File: config.mk
export PLATFORM = sky130hd
export DESIGN_NAME = turn_referee_flat
export DESIGN_NICKNAME = d
export VERILOG_FILES = /design/src/rtl/turn_referee_pkg.sv /design/src/rtl/turn_referee_if.sv /design/src/rtl/turn_referee_board_tile_rom.sv /design/src/rtl/turn_referee.sv /design/src/flat_wrapper.sv
export SDC_FILE = /design/constraint.sdc
export NUM_CORES = 1
export LEC_CHECK = 0
export ABC_CLOCK_PERIOD_IN_PS = 2850
export BUFFER_PORTS_ARGS = -buffer_cell sky130_fd_sc_hd__buf_4
export CORE_MARGIN = 4
export CORE_UTILIZATION = 31
export DETAILED_ROUTE_END_ITERATION = 8
export PLACE_DENSITY = 0.61
export SYNTH_ARGS = -nofsm -noshare
export SYNTH_HDL_FRONTEND = slang
export SYNTH_SLANG_ARGS = --single-unit
File: constraint.sdc
create_clock -name B -period 2.85 [get_ports B]
set_input_delay 0 -clock B [delete_from_list [all_inputs] [get_ports B]]
set_output_delay 0 -clock B [all_outputs]
set_load 0.01 [all_outputs]
File: src/rtl/turn_referee_pkg.sv
// Shared constants, FSM encoding and board arithmetic helper for the turn referee.
package turn_referee_pkg;

  localparam int unsigned BOARD_LEN   = 24;
  localparam int unsigned TILE_W      = 4;
  localparam int unsigned POS_W       = 5;
  localparam int unsigned MAX_PLAYERS = 3;
  localparam int unsigned TILE_PERIOD = 12;

  typedef enum logic [1:0] {
    ST_IDLE  = 2'd0,
    ST_CHECK = 2'd1,
    ST_STEP  = 2'd2,
    ST_NEXT  = 2'd3
  } state_e;

  // Square reached by moving d squares forward from p on a ring of len squares.
  function automatic logic [POS_W-1:0] wrap_inc(input logic [POS_W-1:0] p,
                                                input logic [1:0]       d,
                                                input int unsigned      len);
    logic [POS_W:0] s;
    s = {1'b0, p} + (POS_W+1)'(d);
    if (s >= (POS_W+1)'(len)) s = s - (POS_W+1)'(len);
    return s[POS_W-1:0];
  endfunction

endpackage

File: src/rtl/turn_referee_if.sv
// Handshake bundle between the game controller (master) and the turn referee (slave).
interface turn_referee_if #(
  parameter int unsigned TILE_W = turn_referee_pkg::TILE_W
);

  logic [1:0]                           N;
  logic [turn_referee_pkg::POS_W-1:0]   pos1;
  logic [turn_referee_pkg::POS_W-1:0]   pos2;
  logic [turn_referee_pkg::POS_W-1:0]   pos3;
  logic                                 flip_vld;
  logic [TILE_W-1:0]                    flip_card;
  logic                                 p_da1;
  logic                                 p_da2;
  logic                                 p_da3;
  logic [1:0]                           cur_player;
  logic                                 busy;
  logic                                 turn_end;

  modport master (
    output N, pos1, pos2, pos3, flip_vld, flip_card,
    input  p_da1, p_da2, p_da3, cur_player, busy, turn_end
  );

  modport slave (
    input  N, pos1, pos2, pos3, flip_vld, flip_card,
    output p_da1, p_da2, p_da3, cur_player, busy, turn_end
  );

endinterface

File: src/rtl/turn_referee_board_tile_rom.sv
// Board picture table: square i shows picture i mod 12.
module board_tile_rom
  import turn_referee_pkg::*;
#(
  parameter int unsigned TILE_W = turn_referee_pkg::TILE_W
) (
  input  logic [POS_W-1:0]  idx_i,
  output logic [TILE_W-1:0] tile_o
);

  assign tile_o = TILE_W'(idx_i % POS_W'(TILE_PERIOD));

endmodule

File: src/rtl/turn_referee.sv
// Turn referee: checks a flipped card against the next free square and moves or passes the turn.
// Define REFEREE_JUMP_EN to skip squares occupied by other active players.
module turn_referee #(
  parameter int unsigned BOARD_LEN = turn_referee_pkg::BOARD_LEN,
  parameter int unsigned TILE_W    = turn_referee_pkg::TILE_W
) (
  input  logic          B,
  input  logic          rst,
  turn_referee_if.slave bus
);
  import turn_referee_pkg::*;

  state_e                   state_q, state_d;
  logic [TILE_W-1:0]        card_q, card_d;
  logic [1:0]               cnt_q, cnt_d;
  logic [1:0]               cur_q, cur_d;
  logic [MAX_PLAYERS-1:0]   p_da_q, p_da_d;
  logic                     busy_q, busy_d;
  logic                     turn_end_q, turn_end_d;

  logic [1:0]               active_c;
  logic [POS_W-1:0]         pos_c [MAX_PLAYERS];
  logic [POS_W-1:0]         cur_pos_c;
  logic [POS_W-1:0]         target_c;
  logic [1:0]               steps_c;
  logic [TILE_W-1:0]        tile_c;

  // N=3 is treated as a three-player game.
  always_comb begin
    active_c = (bus.N == 2'd3) ? 2'd3 : bus.N + 2'd1;
    pos_c[0] = bus.pos1;
    pos_c[1] = bus.pos2;
    pos_c[2] = bus.pos3;
    case (cur_q)
      2'd1:    cur_pos_c = bus.pos2;
      2'd2:    cur_pos_c = bus.pos3;
      default: cur_pos_c = bus.pos1;
    endcase
  end

  // Target square: scanned from farthest to nearest so the nearest free square wins.
  always_comb begin
`ifdef REFEREE_JUMP_EN
    logic [POS_W-1:0] cand;
    logic             occ;
    cand = '0;
    occ  = 1'b0;
`endif
    target_c = wrap_inc(cur_pos_c, 2'd1, BOARD_LEN);
    steps_c  = 2'd1;
`ifdef REFEREE_JUMP_EN
    for (int d = 3; d >= 1; d--) begin
      cand = wrap_inc(cur_pos_c, 2'(d), BOARD_LEN);
      occ  = 1'b0;
      for (int j = 0; j < int'(MAX_PLAYERS); j++) begin
        if ((2'(j) != cur_q) && (2'(j) < active_c) && (pos_c[j] == cand)) occ = 1'b1;
      end
      if (!occ) begin
        target_c = cand;
        steps_c  = 2'(d);
      end
    end
`endif
  end

  board_tile_rom #(
    .TILE_W (TILE_W)
  ) u_tile_rom (
    .idx_i  (target_c),
    .tile_o (tile_c)
  );

  // Next-state and registered-output logic.
  always_comb begin
    state_d    = state_q;
    card_d     = card_q;
    cnt_d      = cnt_q;
    cur_d      = cur_q;
    p_da_d     = '0;
    turn_end_d = 1'b0;

    case (state_q)
      ST_IDLE: begin
        if (bus.flip_vld) begin
          card_d  = bus.flip_card;
          state_d = ST_CHECK;
        end
      end
      ST_CHECK: begin
        if (tile_c == card_q) begin
          cnt_d   = steps_c;
          state_d = ST_STEP;
        end else begin
          state_d = ST_NEXT;
        end
      end
      ST_STEP: begin
        if (cur_q < active_c) p_da_d = MAX_PLAYERS'(1) << cur_q;
        cnt_d = cnt_q - 2'd1;
        if (cnt_q <= 2'd1) state_d = ST_IDLE;
      end
      ST_NEXT: begin
        turn_end_d = 1'b1;
        cur_d      = ((cur_q + 2'd1) >= active_c) ? 2'd0 : cur_q + 2'd1;
        state_d    = ST_IDLE;
      end
      default: state_d = ST_IDLE;
    endcase

    busy_d = (state_d != ST_IDLE);
  end

  always_ff @(posedge B or posedge rst) begin
    if (rst) begin
      state_q    <= ST_IDLE;
      card_q     <= '0;
      cnt_q      <= '0;
      cur_q      <= '0;
      p_da_q     <= '0;
      busy_q     <= 1'b0;
      turn_end_q <= 1'b0;
    end else begin
      state_q    <= state_d;
      card_q     <= card_d;
      cnt_q      <= cnt_d;
      cur_q      <= cur_d;
      p_da_q     <= p_da_d;
      busy_q     <= busy_d;
      turn_end_q <= turn_end_d;
    end
  end

  assign bus.p_da1      = p_da_q[0];
  assign bus.p_da2      = p_da_q[1];
  assign bus.p_da3      = p_da_q[2];
  assign bus.cur_player = cur_q;
  assign bus.busy       = busy_q;
  assign bus.turn_end   = turn_end_q;

endmodule
File: src/flat_wrapper.sv
// flat-port wrapper written by rule: the top's interface ports become plain ports
module turn_referee_flat import turn_referee_pkg::*;
#(
  parameter int unsigned BOARD_LEN = turn_referee_pkg::BOARD_LEN,
  parameter int unsigned TILE_W    = turn_referee_pkg::TILE_W
)
  (B, rst, bus_N, bus_pos1, bus_pos2, bus_pos3, bus_flip_vld, bus_flip_card, bus_p_da1, bus_p_da2, bus_p_da3, bus_cur_player, bus_busy, bus_turn_end);
  turn_referee_if #(.TILE_W(TILE_W)) bus_i ();
  input  logic B;
  input  logic rst;
  input wire logic [$bits(bus_i.N)-1:0] bus_N;
  input wire logic [$bits(bus_i.pos1)-1:0] bus_pos1;
  input wire logic [$bits(bus_i.pos2)-1:0] bus_pos2;
  input wire logic [$bits(bus_i.pos3)-1:0] bus_pos3;
  input wire logic [$bits(bus_i.flip_vld)-1:0] bus_flip_vld;
  input wire logic [$bits(bus_i.flip_card)-1:0] bus_flip_card;
  output wire logic [$bits(bus_i.p_da1)-1:0] bus_p_da1;
  output wire logic [$bits(bus_i.p_da2)-1:0] bus_p_da2;
  output wire logic [$bits(bus_i.p_da3)-1:0] bus_p_da3;
  output wire logic [$bits(bus_i.cur_player)-1:0] bus_cur_player;
  output wire logic [$bits(bus_i.busy)-1:0] bus_busy;
  output wire logic [$bits(bus_i.turn_end)-1:0] bus_turn_end;
  assign bus_i.N = bus_N;
  assign bus_i.pos1 = bus_pos1;
  assign bus_i.pos2 = bus_pos2;
  assign bus_i.pos3 = bus_pos3;
  assign bus_i.flip_vld = bus_flip_vld;
  assign bus_i.flip_card = bus_flip_card;
  assign bus_p_da1 = bus_i.p_da1;
  assign bus_p_da2 = bus_i.p_da2;
  assign bus_p_da3 = bus_i.p_da3;
  assign bus_cur_player = bus_i.cur_player;
  assign bus_busy = bus_i.busy;
  assign bus_turn_end = bus_i.turn_end;
  turn_referee #(.BOARD_LEN(BOARD_LEN), .TILE_W(TILE_W)) u_core (.B(B), .rst(rst), .bus(bus_i));
endmodule
After elaboration in Yosys (flattened, before gate mapping)
Index checks and enable logic that the tools add are counted.

Register bits: 15. Bits in latches: 0. Bits in writable memories: 0. ROM bits: 0. Input port bits: 24. Output and inout port bits: 7. Memories: 0.

Add/subtract/negate cells: 5. Multipliers: 0. Div/mod/pow operators: 1. Order comparisons: 4. Eq/ne operators: 8. Shifts and indexed selects: 1. Muxes and demuxes: 13. Bitwise logic cells: 0. Reduce and logical (&&, ||, !) cells: 5.

Operators with widths (count): two-way mux 2 bit (5); case mux 5 bit (2 select lines) (1); equality test 2 bit, second input constant (4); case mux 2 bit (4 select lines) (1); adder 5 x 1 -> 6 bit, second input constant (1); >= comparator 6 x 5 -> 1 bit, second input constant (1); two-way mux 3 bit (2); modulo 5 x 4 -> 5 bit, second input constant (1); two-way mux 5 bit (1); subtractor 5 bit, second input constant (1); adder 2 x 1 -> 2 bit, second input constant (2); equality test 2 x 1 -> 1 bit, second input constant (2); equality test 4 bit (1); case mux 2 bit (2 select lines) (1); AND reduction 2 bit (2); nonzero test 2 bit (2); << shifter 1 x 2 -> 3 bit, first input constant (1); >= comparator 2 bit (1); less-or-equal comparator 2 x 1 -> 1 bit, second input constant (1); logical NOT 2 bit (1); < comparator 2 bit (1); two-way mux 1 bit (2); inequality test 2 x 1 -> 1 bit, second input constant (1); subtractor 2 x 1 -> 2 bit, second input constant (1).

Depth between registers and ports, before layout
Depth after elaboration: 10. Mapped depth: 14. Depth with buffers taken out: 13.

Modules after synthesis
A second synthesis with hierarchy kept.

Cell total of the unflattened synthesis: 111. Area, all modules: 1029.7 um^2.

Modules (own cells, without submodules): turn_referee (instances 1, cells an instance 103, area each 972.2 um^2, sequential area each 375.4 um^2); board_tile_rom (instances 1, cells an instance 8, area each 57.6 um^2, sequential area each 0.0 um^2).

Worst setup path before layout
OpenSTA, ideal clock, no wires.

Path type: reg2reg. From: register u_core.cur_q[0], in the netlist u_core.bus.cur_player[0]. To: register u_core.cnt_q[0]. Arrival: 2.758 ns. Required time: 2.730 ns. Path slack: -0.028 ns. Stages on the path, launching flop included: 15. Path buffers: 2. Period minus slack after synthesis: 2.878 ns. Path through: dfrtp_1 -> inv_1 -> ha_1 -> buf_6 -> mux2i_1 -> inv_1 -> ha_1 -> buf_2 -> xnor2_1 -> a211oi_1 -> a311oi_1 -> xnor2_1 -> nand3_1 -> nand3_1 -> a31o_2.

Cells in the longest elaborated chain, start to end: 9. Elaborated cells on any way between the ends: 11.

Ends and longest elaborated chain: start: declaration (line turn_referee.sv:16) `logic [1:0] cur_q, cur_d;`; start signal: assignment (line turn_referee.sv:126) `cur_q <= cur_d;`; equality test 2 bit or equality test 2 x 1 -> 1 bit (tied branches) (line turn_referee.sv:34) `case (cur_q)`; case mux 5 bit (2 select lines) (*) (line turn_referee.sv:34); adder 5 x 1 -> 6 bit (*) (line turn_referee_pkg.sv:22) `s = {1'b0, p} + (POS_W+1)'(d);`; subtractor 5 bit or >= comparator 6 x 5 -> 1 bit (tied branches) (line turn_referee_pkg.sv:23) `if (s >= (POS_W+1)'(len)) s = s - (POS_W+1)'(len);`; two-way mux 5 bit (*) (line turn_referee_pkg.sv:23); modulo 5 x 4 -> 5 bit (*) (line turn_referee_board_tile_rom.sv:11) `assign tile_o = TILE_W'(idx_i % POS_W'(TILE_PERIOD));`; equality test 4 bit (*) (line turn_referee.sv:90) `if (tile_c == card_q) begin`; inequality test 2 x 1 -> 1 bit (no source line) (*); AND reduction 2 bit (no source line) (*); end signal: assignment (line turn_referee.sv:125) `cnt_q <= cnt_d;`; end: declaration (line turn_referee.sv:15) `logic [1:0] cnt_q, cnt_d;`.

Mark *: on every way between the ends. The rest lies on a longest branch, timed or not. A chain may end at the register's enable or synchronous reset.

Worst setup path after layout
From: register u_core.cur_q[1], in the netlist u_core.bus.cur_player[1]. To: register u_core.cnt_q[0].

Same word-level chain as after synthesis.

==> results.py <==
metrics = {
    "run_status": {
        "outcome": "complete, no violations",
    },
    "timing": {
        "fin_skew_ns": 0.0006081,
        "fin_crit_ns": 2.686,
        "finalSetupViolCount": 0,
        "max_freq_mhz": 372.2,
        "drv_slew": 0,
        "finalHoldViolCount": 0,
        "fin_crit_sh": 0.9426,
        "worst_pin_slew_ns": 0.5583,
        "max_slew_margin": 0.6274,
    },
    "die": {
        "io_pins": 31,
        "chipWidth_um": 67.77,
        "start_util": 0.3267,
        "die_y_um": 67.77,
        "rows": 21,
        "fp.dieArea_um2": 4592,
        "core_area_um2": 3390,
    },
    "synth": {
        "yosysSeqAreaShare": 0.3390,
        "synth.mux.area_fraction": 0.09944,
        "avgSynthCellArea_um2": 9.305,
        "yosys.area_share.simple": 0.1605,
        "ys_seq_elements": 15,
        "synth_top_family_by_area": "compound AO/OA/AOI/OAI gates",
        "syn_inst": 119,
        "syn-cell-area_um2": 1107,
        "yosysWarnings": 0,
        "synth_compound_area_frac": 0.1774,
        "yosys.area_share.xor_xnor": 0.05537,
        "synth_cell_type_count": 35,
        "synth_fa_ha_area_frac": 0.1130,
        "syn-num-nets": 153,
    },
    "clock_tree": {
        "cts_made_buffers": 3,
        "clock_sinks": 15,
        "insertion_delay_ns": 0.28,
        "cts_tree": "built",
        "cts_buffer_depth": 2,
        "cts_max_level": 1,
        "clockRootBuffer": "clkbuf_4",
        "clk_pin_slew_ns": 0.08,
    },
    "grt": {
        "grt_pass1_vias": 987,
        "grt_use_total": 0.1263,
        "grt_max_degree": 16,
        "grt_pass1_wl_um": 4395,
        "grt_overflow": 0,
        "antenna_found_initial": 0,
    },
    "power": {
        "p_leak_nw": 0.7478,
        "power.total_mw": 1.725,
        "ir_drop_v": 0.0006041,
        "powerDensity_nw_per_um2": 1105,
    },
    "finish": {
        "antenna-diode-count": 0,
        "nets": 198,
        "instances_no_fill": 209,
        "area_delta_synth_final_pct": 41.02,
        "drive_above_1_share": 0.3865,
        "utilization": 0.4607,
        "layout_commonest_cell": "buf_4",
        "multi_input_area_um2": 721.9,
        "area.sequential_um2": 375.4,
        "fillers": 318,
        "postLayoutCellArea_um2": 1562,
        "mostFrequentLayoutCells": "buf_4 (39), dfrtp_1 (15), inv_1 (10), nor2_1 (10), a21oi_1 (8)",
    },
    "place": {
        "postPlaceCellArea_um2": 1415,
        "dp_cells": 197,
        "dp_hpwl_um": 2099,
        "io_buffers": 30,
        "gp_congestion": 0.8741,
    },
    "worst_setup_path": {
        "startpoint_type": "register",
        "critical_path.max_fanout": 7,
        "crit_path_end_kind": "register",
        "cp_data_arrival_time_ns": 2.86,
        "crit_type": "reg2reg",
        "critPathRequiredTime_ns": 3.02,
    },
    "detailed_routing": {
        "wl_um": 2586,
        "via_count": 1017,
        "dr.pass1.iters": 4,
        "drc": 0,
        "viasPerCell": 4.866,
        "ant_nets": 0,
        "wl_per_cell_um": 12.37,
        "drt_iter0_drc": 27,
    },
    "min_path": {
        "min_path_type": "in2reg",
    },
    "run": {
        "cap_violations": 0,
    },
}
-- stage by stage --
stage / hold WS, ns / TNS, ns / setup slack, ns
finish: 0.01439 / 0 / 0.1636
floorplan: -0.09852 / 0 / 0.02832
global route: 0.04325 / -0.002403 / -0.002403
detailed placement: 0.1020 / 0 / 0.01688
global placement: 0.08889 / 0 / 0.1217
CTS: 0.005597 / 0 / 0.02653
-- final timing paths --
path	from	endpoint	slack [ns]	depth (start not counted)
max in group asynchronous	rst	u_core.cnt_q[0]$_DFFE_PP0P_	2.15	3
setup reg to reg	u_core.bus.cur_player[1]$_DFFE_PP0P_	u_core.cnt_q[0]$_DFFE_PP0P_	0.16	10
min in group asynchronous	rst	u_core.p_da_q[1]$_DFF_PP0_	0.34	3
setup / recovery	u_core.bus.cur_player[1]$_DFFE_PP0P_	u_core.cnt_q[0]$_DFFE_PP0P_	0.16	10
hold reg to reg	u_core.state_q[1]$_DFF_PP0_	u_core.state_q[0]$_DFF_PP0_	0.49	1
hold / removal	bus_flip_vld	u_core.state_q[0]$_DFF_PP0_	0.01	3
-- flip-flops by register name, indices dropped and copies added (netlist names) --
name,count
u_core.bus.cur_player,2
u_core.card_q,4
u_core.bus.turn_end,1
u_core.cnt_q,2
u_core.bus.busy,1
u_core.state_q,2
u_core.p_da_q,3
-- final cells by class --
class                           count  share of cell area
Sequential cell                    15              0.2404
Clock buffer                        4             0.01683
Inverter                           10             0.02404
Multi-Input combinational cell     90              0.4623
Timing Repair Buffer               44              0.2196
Tap cell                           46             0.03686
-- kinds of logic (layout without fill, tap and decap cells) --
family	count (synthesis)	in the layout
AO/OA/AOI/OAI	29	29
buffers and inverters	14	58
AND/OR/NAND/NOR	34	34
multiplexers	10	10
flip-flops	15	15
XOR/XNOR	7	7
adder cells (fa/ha/maj)	10	10
-- power by group --
| part | internal [mW] | total [mW] | switching [mW] |
|---|---|---|---|
| sequential | 0.306 | 0.372 | 0.0652 |
| clock | 0.0543 | 0.118 | 0.0639 |
| combinational | 0.599 | 1.24 | 0.636 |
-- cell usage after synthesis (all sizes together) --
| master | count | area, µm² |
|---|---|---|
| xor2 | 4 | 35.03 |
| ha | 10 | 125.1 |
| a211oi | 4 | 30.03 |
| a311oi | 1 | 8.760 |
| a21o | 2 | 15.01 |
| a31o | 1 | 8.760 |
| a21oi | 8 | 40.04 |
| nand3 | 5 | 25.02 |
| nor4 | 2 | 12.51 |
| inv | 10 | 37.54 |
| mux2i | 5 | 50.05 |
| buf | 2 | 16.26 |
| or4 | 2 | 15.01 |
| nor2 | 10 | 37.54 |
| nand2 | 5 | 18.77 |
| nand4bb | 1 | 11.26 |
| nand2b | 2 | 12.51 |
| nor3 | 1 | 5.000 |
| clkbuf | 2 | 7.510 |
| o211ai | 1 | 7.510 |
| and3 | 1 | 6.260 |
| mux2 | 5 | 60.05 |
| o21ai | 4 | 20.02 |
| a22oi | 2 | 15.01 |
| o2111ai | 1 | 8.760 |
| nor3b | 1 | 7.510 |
| and2 | 3 | 20.02 |
| a22o | 3 | 30.03 |
| or2 | 1 | 6.260 |
| dfrtp | 15 | 375.4 |
| a31oi | 2 | 12.51 |
| xnor2 | 3 | 26.28 |
-- worst max-delay path, cell delays in order, from the launching register on --
cell and delay, ns:
dfrtp_1 0.41, inv_1 0.12, ha_2 0.22, buf_4 0.14, a22o_2 0.28, mux2_4 0.30, or4_1 0.40, a31oi_1 0.17
a211oi_1 0.10, xor2_1 0.18, a31o_2 0.25
-- per-layer routing --
metal / share of wire / up-vias / wire length (µm) / track usage
met5: 0 / - / 0 / 0
met4: 0.012 / 0 / 32 / 0.05063
met3: 0.048 / 4 / 125 / 0.02995
met2: 0.49 / 31 / 1264 / 0.2102
met1: 0.45 / 468 / 1164 / 0.1554
li1: - / 514 / - / -
-- what timing repair did --
action / 4_1_cts / 5_1_grt
setup endpoints to repair: 1 / 3
endpoints found under the hold margin: 19 / 0
gates resized for setup: 1 / 9
hold buffers: 5 / 0
pin swaps: 0 / 0
setup buffers: 0 / 3
No activity file was read; power rests on OpenSTA's default activity.
